[src/rtl/capture_pkg.sv]
// Shared types and helpers for the packet capture DMA controller.
package capture_pkg;

  // Encoding is visible to software through control[1:0].
  typedef enum logic [1:0] {
    IDLE    = 2'b00,
    CAPTURE = 2'b01,
    DONE    = 2'b10,
    ERROR   = 2'b11
  } cap_state_t;

  localparam int unsigned BYTES_PER_WORD = 4;

  // Byte lanes for the final word given remaining bytes mod 4 (0 means a full word).
  function automatic logic [3:0] last_be(input logic [1:0] rem);
    logic [3:0] be;
    unique case (rem)
      2'd1:    be = 4'b0001;
      2'd2:    be = 4'b0011;
      2'd3:    be = 4'b0111;
      default: be = 4'b1111;
    endcase
    return be;
  endfunction

endpackage

[src/rtl/capture_dma_ctrl.sv]
// Packet capture sequencer: streams incoming words into SDRAM through an Avalon-MM write
// master, one outstanding write at a time, and reports progress to the register bank.
module capture_dma_ctrl
  import capture_pkg::*;
#(
  parameter int unsigned N = 32
) (
  input  logic         clk,
  input  logic         reset,
  input  logic         cfg_start,
  input  logic         cfg_abort,
  input  logic         cfg_clear,
  input  logic [N-1:0] cfg_addr,
  input  logic [N-1:0] cfg_len,
  input  logic         st_valid,
  input  logic [N-1:0] st_data,
  input  logic         st_eop,
  output logic         st_ready,
  output logic [N-1:0] avm_address,
  output logic         avm_write,
  output logic [N-1:0] avm_writedata,
  output logic [3:0]   avm_byteenable,
  input  logic         avm_waitrequest,
  output logic [1:0]   state,
  output logic [N-1:0] words_written,
  output logic         irq
);

  localparam logic [N-1:0] WordBytes = N'(BYTES_PER_WORD);

  cap_state_t   state_q, state_d;
  logic [N-1:0] addr_q, addr_d;
  logic [N-1:0] rem_q, rem_d;
  logic [N-1:0] words_q, words_d;
  logic [N-1:0] data_q, data_d;
  logic [3:0]   be_q, be_d;
  logic         write_q, write_d;
  logic         eop_q, eop_d;
  logic         abort_q, abort_d;
  logic         irq_q, irq_d;

  logic         beat_acc;
  logic         commit;
  logic         aborting;
  logic         last_word;

  // Beats are refused while a write is outstanding or once an abort is pending.
  always_comb begin
    st_ready  = (state_q == CAPTURE) && !write_q && !abort_q;
    beat_acc  = st_valid && st_ready;
    commit    = write_q && !avm_waitrequest;
    aborting  = abort_q || cfg_abort;
    last_word = (rem_q <= WordBytes);
  end

  // Next-state and write-port datapath update.
  always_comb begin
    state_d = state_q;
    addr_d  = addr_q;
    rem_d   = rem_q;
    words_d = words_q;
    data_d  = data_q;
    be_d    = be_q;
    write_d = write_q;
    eop_d   = eop_q;
    abort_d = abort_q;
    irq_d   = 1'b0;

    unique case (state_q)
      IDLE: begin
        // Abort in the same cycle as start cancels the start.
        if (cfg_start && !cfg_abort) begin
          if ((cfg_len == '0) || (cfg_addr[1:0] != 2'b00)) begin
            state_d = ERROR;
            irq_d   = 1'b1;
          end else begin
            addr_d  = cfg_addr;
            rem_d   = cfg_len;
            words_d = '0;
            eop_d   = 1'b0;
            abort_d = 1'b0;
            state_d = CAPTURE;
          end
        end
      end

      CAPTURE: begin
        if (cfg_abort) begin
          abort_d = 1'b1;
        end
        if (beat_acc) begin
          write_d = 1'b1;
          data_d  = st_data;
          eop_d   = st_eop;
          be_d    = last_word ? last_be(rem_q[1:0]) : 4'b1111;
        end
        if (commit) begin
          write_d = 1'b0;
          addr_d  = addr_q + WordBytes;
          rem_d   = rem_q - (last_word ? rem_q : WordBytes);
          words_d = words_q + 1'b1;
          // An abort still lets the in-flight write land, but suppresses DONE/irq.
          if (aborting) begin
            state_d = IDLE;
            abort_d = 1'b0;
          end else if (last_word || eop_q) begin
            state_d = DONE;
            irq_d   = 1'b1;
          end
        end else if (!write_q && !beat_acc && aborting) begin
          state_d = IDLE;
          abort_d = 1'b0;
        end
      end

      DONE, ERROR: begin
        if (cfg_clear) begin
          state_d = IDLE;
        end
      end

      default: state_d = IDLE;
    endcase
  end

  // State and datapath registers; reset is synchronous and active-low.
  always_ff @(posedge clk) begin
    if (!reset) begin
      state_q <= IDLE;
      addr_q  <= '0;
      rem_q   <= '0;
      words_q <= '0;
      data_q  <= '0;
      be_q    <= '0;
      write_q <= 1'b0;
      eop_q   <= 1'b0;
      abort_q <= 1'b0;
      irq_q   <= 1'b0;
    end else begin
      state_q <= state_d;
      addr_q  <= addr_d;
      rem_q   <= rem_d;
      words_q <= words_d;
      data_q  <= data_d;
      be_q    <= be_d;
      write_q <= write_d;
      eop_q   <= eop_d;
      abort_q <= abort_d;
      irq_q   <= irq_d;
    end
  end

  // Outputs come straight from registers so they stay stable under waitrequest.
  always_comb begin
    avm_address    = addr_q;
    avm_write      = write_q;
    avm_writedata  = data_q;
    avm_byteenable = be_q;
    state          = state_q;
    words_written  = words_q;
    irq            = irq_q;
  end

endmodule

[config.mk]
export PLATFORM = sky130hd
export DESIGN_NAME = capture_dma_ctrl
export DESIGN_NICKNAME = d
export VERILOG_FILES = /design/src/rtl/capture_pkg.sv /design/src/rtl/capture_dma_ctrl.sv
export SDC_FILE = /design/constraint.sdc
export NUM_CORES = 1
export LEC_CHECK = 0
export ABC_CLOCK_PERIOD_IN_PS = 4190
export BUFFER_PORTS_ARGS = -buffer_cell sky130_fd_sc_hd__buf_2
export CAP_MARGIN = 40
export CORE_MARGIN = 3
export CORE_UTILIZATION = 37
export CTS_CLUSTER_SIZE = 8
export DETAILED_ROUTE_END_ITERATION = 10
export SLEW_MARGIN = 0
export SYNTH_ARGS = -nofsm -noshare
export SYNTH_HDL_FRONTEND = slang
export SYNTH_SLANG_ARGS = --single-unit
[constraint.sdc]
create_clock -name clk -period 4.19 [get_ports clk]
set_clock_uncertainty 0.2 [all_clocks]
set_input_delay 0.6285 -clock clk [delete_from_list [all_inputs] [get_ports clk]]
set_output_delay 0.6285 -clock clk [all_outputs]
set_load 0.005 [all_outputs]
== Word level (Yosys, flattened, before mapping) ==
Cells that the tools add are included.

* Bits in registers: 138
* Input port bits: 104
* Output and inout bits: 105
* Logic and storage cells: 94

* Add/subtract/negate cells: 3
* $lt $le $gt $ge: 1
* Equality and inequality tests: 13
* Multiplexer cells: 40
* Reductions and logical operators: 27

{| class="wikitable"
|+ Operator list
! kind !! number
|-
| 32-bit two-way mux || 10
|-
| 32-bit one-hot mux with 2 select lines || 3
|-
| 32-bit by 1-bit adder with 32-bit output (second input constant) || 1
|-
| 32-bit by 3-bit adder with 32-bit output (second input constant) || 1
|-
| 32-bit by 3-bit <= comparator with 1-bit output (second input constant) || 1
|-
| 32-bit zero test || 1
|-
| 32-bit subtractor || 1
|-
| 1-bit two-way mux || 14
|-
| 2-bit two-way mux || 7
|-
| 4-bit one-hot mux with 3 select lines || 1
|-
| 4-bit AND reduction || 3
|-
| 2-bit != test (second input constant) || 5
|-
| 2-bit equality test (second input constant) || 4
|-
| 1-bit logical AND || 7
|-
| 1-bit one-hot mux with 2 select lines || 3
|-
| 2-bit one-hot mux with 3 select lines || 1
|-
| 2-bit nonzero test || 3
|-
| 1-bit zero test || 5
|-
| 2-bit by 1-bit equality test with 1-bit output (second input constant) || 2
|-
| 4-bit two-way mux || 1
|-
| 4-bit by 3-bit != test with 1-bit output (second input constant) || 1
|-
| 2-bit AND reduction || 2
|-
| 1-bit logical OR || 3
|-
| 3-bit by 2-bit != test with 1-bit output (second input constant) || 1
|-
| other kinds (3) || 3
|}

== Depth between registers and ports, before layout ==
* Word-level depth: 10
* Mapped depth: 13
* Mapped depth without buffers: 12

== Worst setup path before layout ==
Ideal clock, no wire load.

* Path kind: register to register
* Start: reg rem_q[3]
* End: reg rem_q[6]
* Library setup time: 0.115 ns
* Arrival time: 3.235 ns
* Slack: 0.641 ns
* Cell stages (with the launch flop): 13
* Period minus slack after synthesis: 3.549 ns
* Cells stage by stage: dfxtp_1 or4_4 buf_6 or3_4 nor4_4 nand2b_1 ha_1 nor2_1 nor3_1 o2bb2ai_1 nand3_1 a41o_1 a2111oi_0

* Word-level cells in the longest chain between the ends: 5

{| class="wikitable"
|+ Ends and longest elaborated chain
! item !! line !! source
|-
| from (decl) || capture_dma_ctrl.sv:33 || <nowiki>logic [N-1:0] rem_q, rem_d;</nowiki>
|-
| from (signal assigned) || capture_dma_ctrl.sv:142 || <nowiki>rem_q <= rem_d;</nowiki>
|-
| 32-bit by 3-bit <= comparator with 1-bit output || capture_dma_ctrl.sv:53 || <nowiki>last_word = (rem_q <= WordBytes);</nowiki>
|-
| 32-bit two-way mux || capture_dma_ctrl.sv:100 || <nowiki>rem_d = rem_q - (last_word ? rem_q : WordBytes);</nowiki>
|-
| 32-bit subtractor (*) || capture_dma_ctrl.sv:100 ||
|-
| 32-bit two-way mux (*) || capture_dma_ctrl.sv:97 || <nowiki>if (commit) begin</nowiki>
|-
| 32-bit one-hot mux with 2 select lines (*) || capture_dma_ctrl.sv:69 || <nowiki>unique case (state_q)</nowiki>
|}

Every way passes the cells marked *; elsewhere a longest branch is shown, timed or not. The select of a mux whose other input is x is not followed.
A chain may end at the register's enable or synchronous reset.

== Worst setup path after layout ==
* Start: reg rem_q[3]
* End: reg rem_q[20]

Same word-level chain as after synthesis.

==> impl_results.md <==
* Post-Place Cell Area at between 0.008 and 0.009 sq mm
* CP max FO at 11
* Chip Height at about 140 microns
* Tmin final at approximately 3.8 ns
* Worst setup EP type: flop
* DRT met1 WL at between 10000 and 15000 microns
* Setup Buffers After CTS at 0
* Total of max-cap violations at 0
* Final max-slew violation count at 0
* Most common cell after layout, fill and taps aside: buf_2
* Sw power at 1094 uW
* Clk sinks at 138
* Post-route cell area at 0.009010 sq mm
* RePlAce Congestion at around 0.86
* Initial DRC count at between 600 and 700
* CP required at between 4 and 5 ns
* Async set-reset flop share out of synthesis at 0%
* Die Wd at ~140 microns
* YS warnings at 0
* Cells on worst reg2reg path at 11
* Hpwl dp at 16160 microns
* Total congestion overflow at 0
* Root Driver: clkbuf_16
* Worst-path clk slew at 0.07 ns
* Synth Net Count at 1027
* Hold depth at 3
* Flop pwr share at ~40%
* Reg2reg setup slack at approximately 0.41 ns
* R2r startpoint: rem_q[3]$_SDFFE_PN0P_
* Fillcell total at about 1900
* Cell Pwr Density at 386.1 mW/mm^2
* Die area at 0.02100 sq mm
* Share of layout cells above drive strength 1 at 26.01%
* CP Class: flop to flop
* Core area at 0.01883 sq mm
* Post-CTS Resized at 0
* Setup repair after global routing missed its margin: false
* Synth Register Bits at around 140
* Cts hold-fix bufs at 0
* Leak pwr at 0.003567 uW
* Post-synthesis cell area at just over 0.007 sq mm
* Largest net degree at the start of global routing at 84
* Combinational share of power at around 18%
* Port Buf Inserts at ~210
* Sequential share of the synthesized area at 38.68%
* RR Endpoint: rem_q[20]$_SDFFE_PN0P_
* Number of global-route vias before repair at 7046
* Top routing layer in use: met5
* Setup TNS at 0 ns
* Detail-routed via count per cell at ~5.6
* Fin crit share at approximately nine tenths
* Outcome: finished, final reports clean
* Final ANT Viol Nets at 0
* Distinct cell type count after synthesis at 75
* Avg WL per Cell at around 17 microns
* Hold path startpoint: st_data[24]
* Site Rows at 50
* DRC viols at 0
* Starting utilization of the core area at around 38%
* Switching part of the total at between 30% and 40%
* Actual slew at the worst max-slew pin at approximately 0.88 ns
* Gr usage total at between 20% and 30%
* Final hold vios at 0
* Commonest non-fill, non-tap cells in the layout: buf_2, dfxtp_1, nand2_1
* P&R area growth vs syn at 26.16%
* Maximum vdd drop at roughly 0.00032 V
* CTS tree: yes
* Syn Inst Count at slightly above 900
* Met3 wire len at about 1400 microns
* Layout net count at around 1200
* Hold EP: avm_writedata[24]$_SDFFE_PN0P_
* Max_slew headroom at roughly two fifths
* Cts bufs inserted at 17
* Syn Area/Cell at a little under 8 sq um
* Number of flops mapped to enable cells by yosys at 0
* Hold Crit Class: input port to flop
* Fmax at 0.2642 GHz
* Worst skew pair latency at between 0.4 and 0.5 ns
* First-pass GRT wire length at 37780 microns
* Drt first pass iters at 5
* Final WL at ~23000 microns
* Initial antenna violation count at 2
* Routed wl met2 at roughly 11000 microns
* I/O pin cnt at 209
* CTS Buffer Depth at 2
* Vias post-DR at slightly below 8000
* Clock power frac at 41.9%
* Htree depth at 4
* Internal power at ~2400 uW
* Data arrival time of the critical path at 3.90 ns
* Dominant synthesized flop cell: dfxtp_1
* Nature of the critical path startpoint: flop
* Final setup fails at 0
==> power by group through the flow <==
stage          logic [uW]  clock network [uW]  registers [uW]
2_1_floorplan         413                   0            1420
3_3_place_gp          622                   0            1420
3_5_place_dp          621                   0            1420
4_1_cts               623                1480            1390
5_1_grt               689                1540            1400
6_report              626                1460            1400
==> flip-flops by register name, indices dropped and copies added (netlist names) <==
signal / flops
eop_q: 1
avm_write: 1
state: 2
avm_writedata: 32
abort_q: 1
avm_address: 32
irq: 1
avm_byteenable: 4
words_written: 32
rem_q: 32
==> metrics by stage <==
step           total power [uW]  setup WS (ns)  cells  util (%)  hold WS [ns]
2_1_floorplan              1831         0.6409    918         -        0.2445
3_3_place_gp               2045         0.5407   1341     44.77        0.2389
3_5_place_dp               2046         0.4628   1343     44.86        0.2441
4_1_cts                    3503         0.4461   1375     47.83        0.2156
5_1_grt                    3634         0.1901   1376     47.85        0.2230
6_report                   3478         0.4056   1376     47.85        0.2316
==> worst max-delay path, stage by stage (launching register included) <==
cell	delay (ns)
dfxtp_1	0.35
or4_4	0.64
or3_4	0.40
nor4_4	0.27
nand2b_1	0.14
ha_1	0.20
nor2_1	0.09
nor3_1	0.14
o2bb2ai_1	0.26
a31oi_2	0.33
a32o_1	0.34
a221o_1	0.31
==> cells by family (layout without fill, tap and decap cells) <==
| kind of cell | Yosys count | count (layout) | share of synthesized area, % |
|---|---|---|---|
| compound gates | 293 | 293 | 27.35 |
| mux | 1 | 1 | 0.1402 |
| simple gates | 397 | 397 | 27.77 |
| other cells | 1 | 2 | 0.05251 |
| fa+ha+maj | 5 | 5 | 0.8760 |
| buf+inv | 75 | 272 | 4.152 |
| xor+xnor | 8 | 8 | 0.9811 |
| flops | 138 | 138 | 38.68 |
==> Yosys cell counts, types with 14 or more instances <==
cell type  number  area [sq um]
nor3_1         31         155.2
nor4_1         20         125.1
or3_1          16         100.1
nand4_1        18         112.6
o31ai_1        15         112.6
dfxtp_1       138          2763
nand3_1        34         170.2
a21oi_1       104         520.5
clkbuf_1       58         217.7
nand2_1       128         480.5
and3_1         15         93.84
a31oi_1        14         87.58
o21ai_0        40         200.2
nor2_1         83         311.6
or4_1          14         105.1
==> routing by layer <==
layer,track usage (%),vias up
li1,-,3808
met1,29.88,3631
met2,33.99,258
met3,4.154,31
met4,6.936,2
met5,0,-
==> layout make-up <==
class	instances	area (sq um)	area share (%)
flip-flops and latches	138	2763	30.66
clock buffers	18	439.2	4.874
multi-input cells	705	4105	45.56
well taps	260	325.3	3.611
diodes	1	2.502	0.02777
repair buffers	229	1212	13.46
clock inverters	14	121.4	1.347
inverters	11	41.29	0.4583
==> how the worst max path moves through the flow <==
stage	cells past startpoint	startpoint	end
3_5_place_dp	11	rem_q[3]$_SDFFE_PN0P_	rem_q[20]$_SDFFE_PN0P_
6_report	11	rem_q[3]$_SDFFE_PN0P_	rem_q[20]$_SDFFE_PN0P_
4_1_cts	11	rem_q[3]$_SDFFE_PN0P_	rem_q[20]$_SDFFE_PN0P_
3_3_place_gp	11	rem_q[3]$_SDFFE_PN0P_	rem_q[20]$_SDFFE_PN0P_
2_1_floorplan	12	rem_q[3]$_SDFFE_PN0P_	rem_q[6]$_SDFFE_PN0P_
5_1_grt	11	rem_q[3]$_SDFFE_PN0P_	rem_q[6]$_SDFFE_PN0P_
Note: power is estimated with default switching activity, not from simulation.
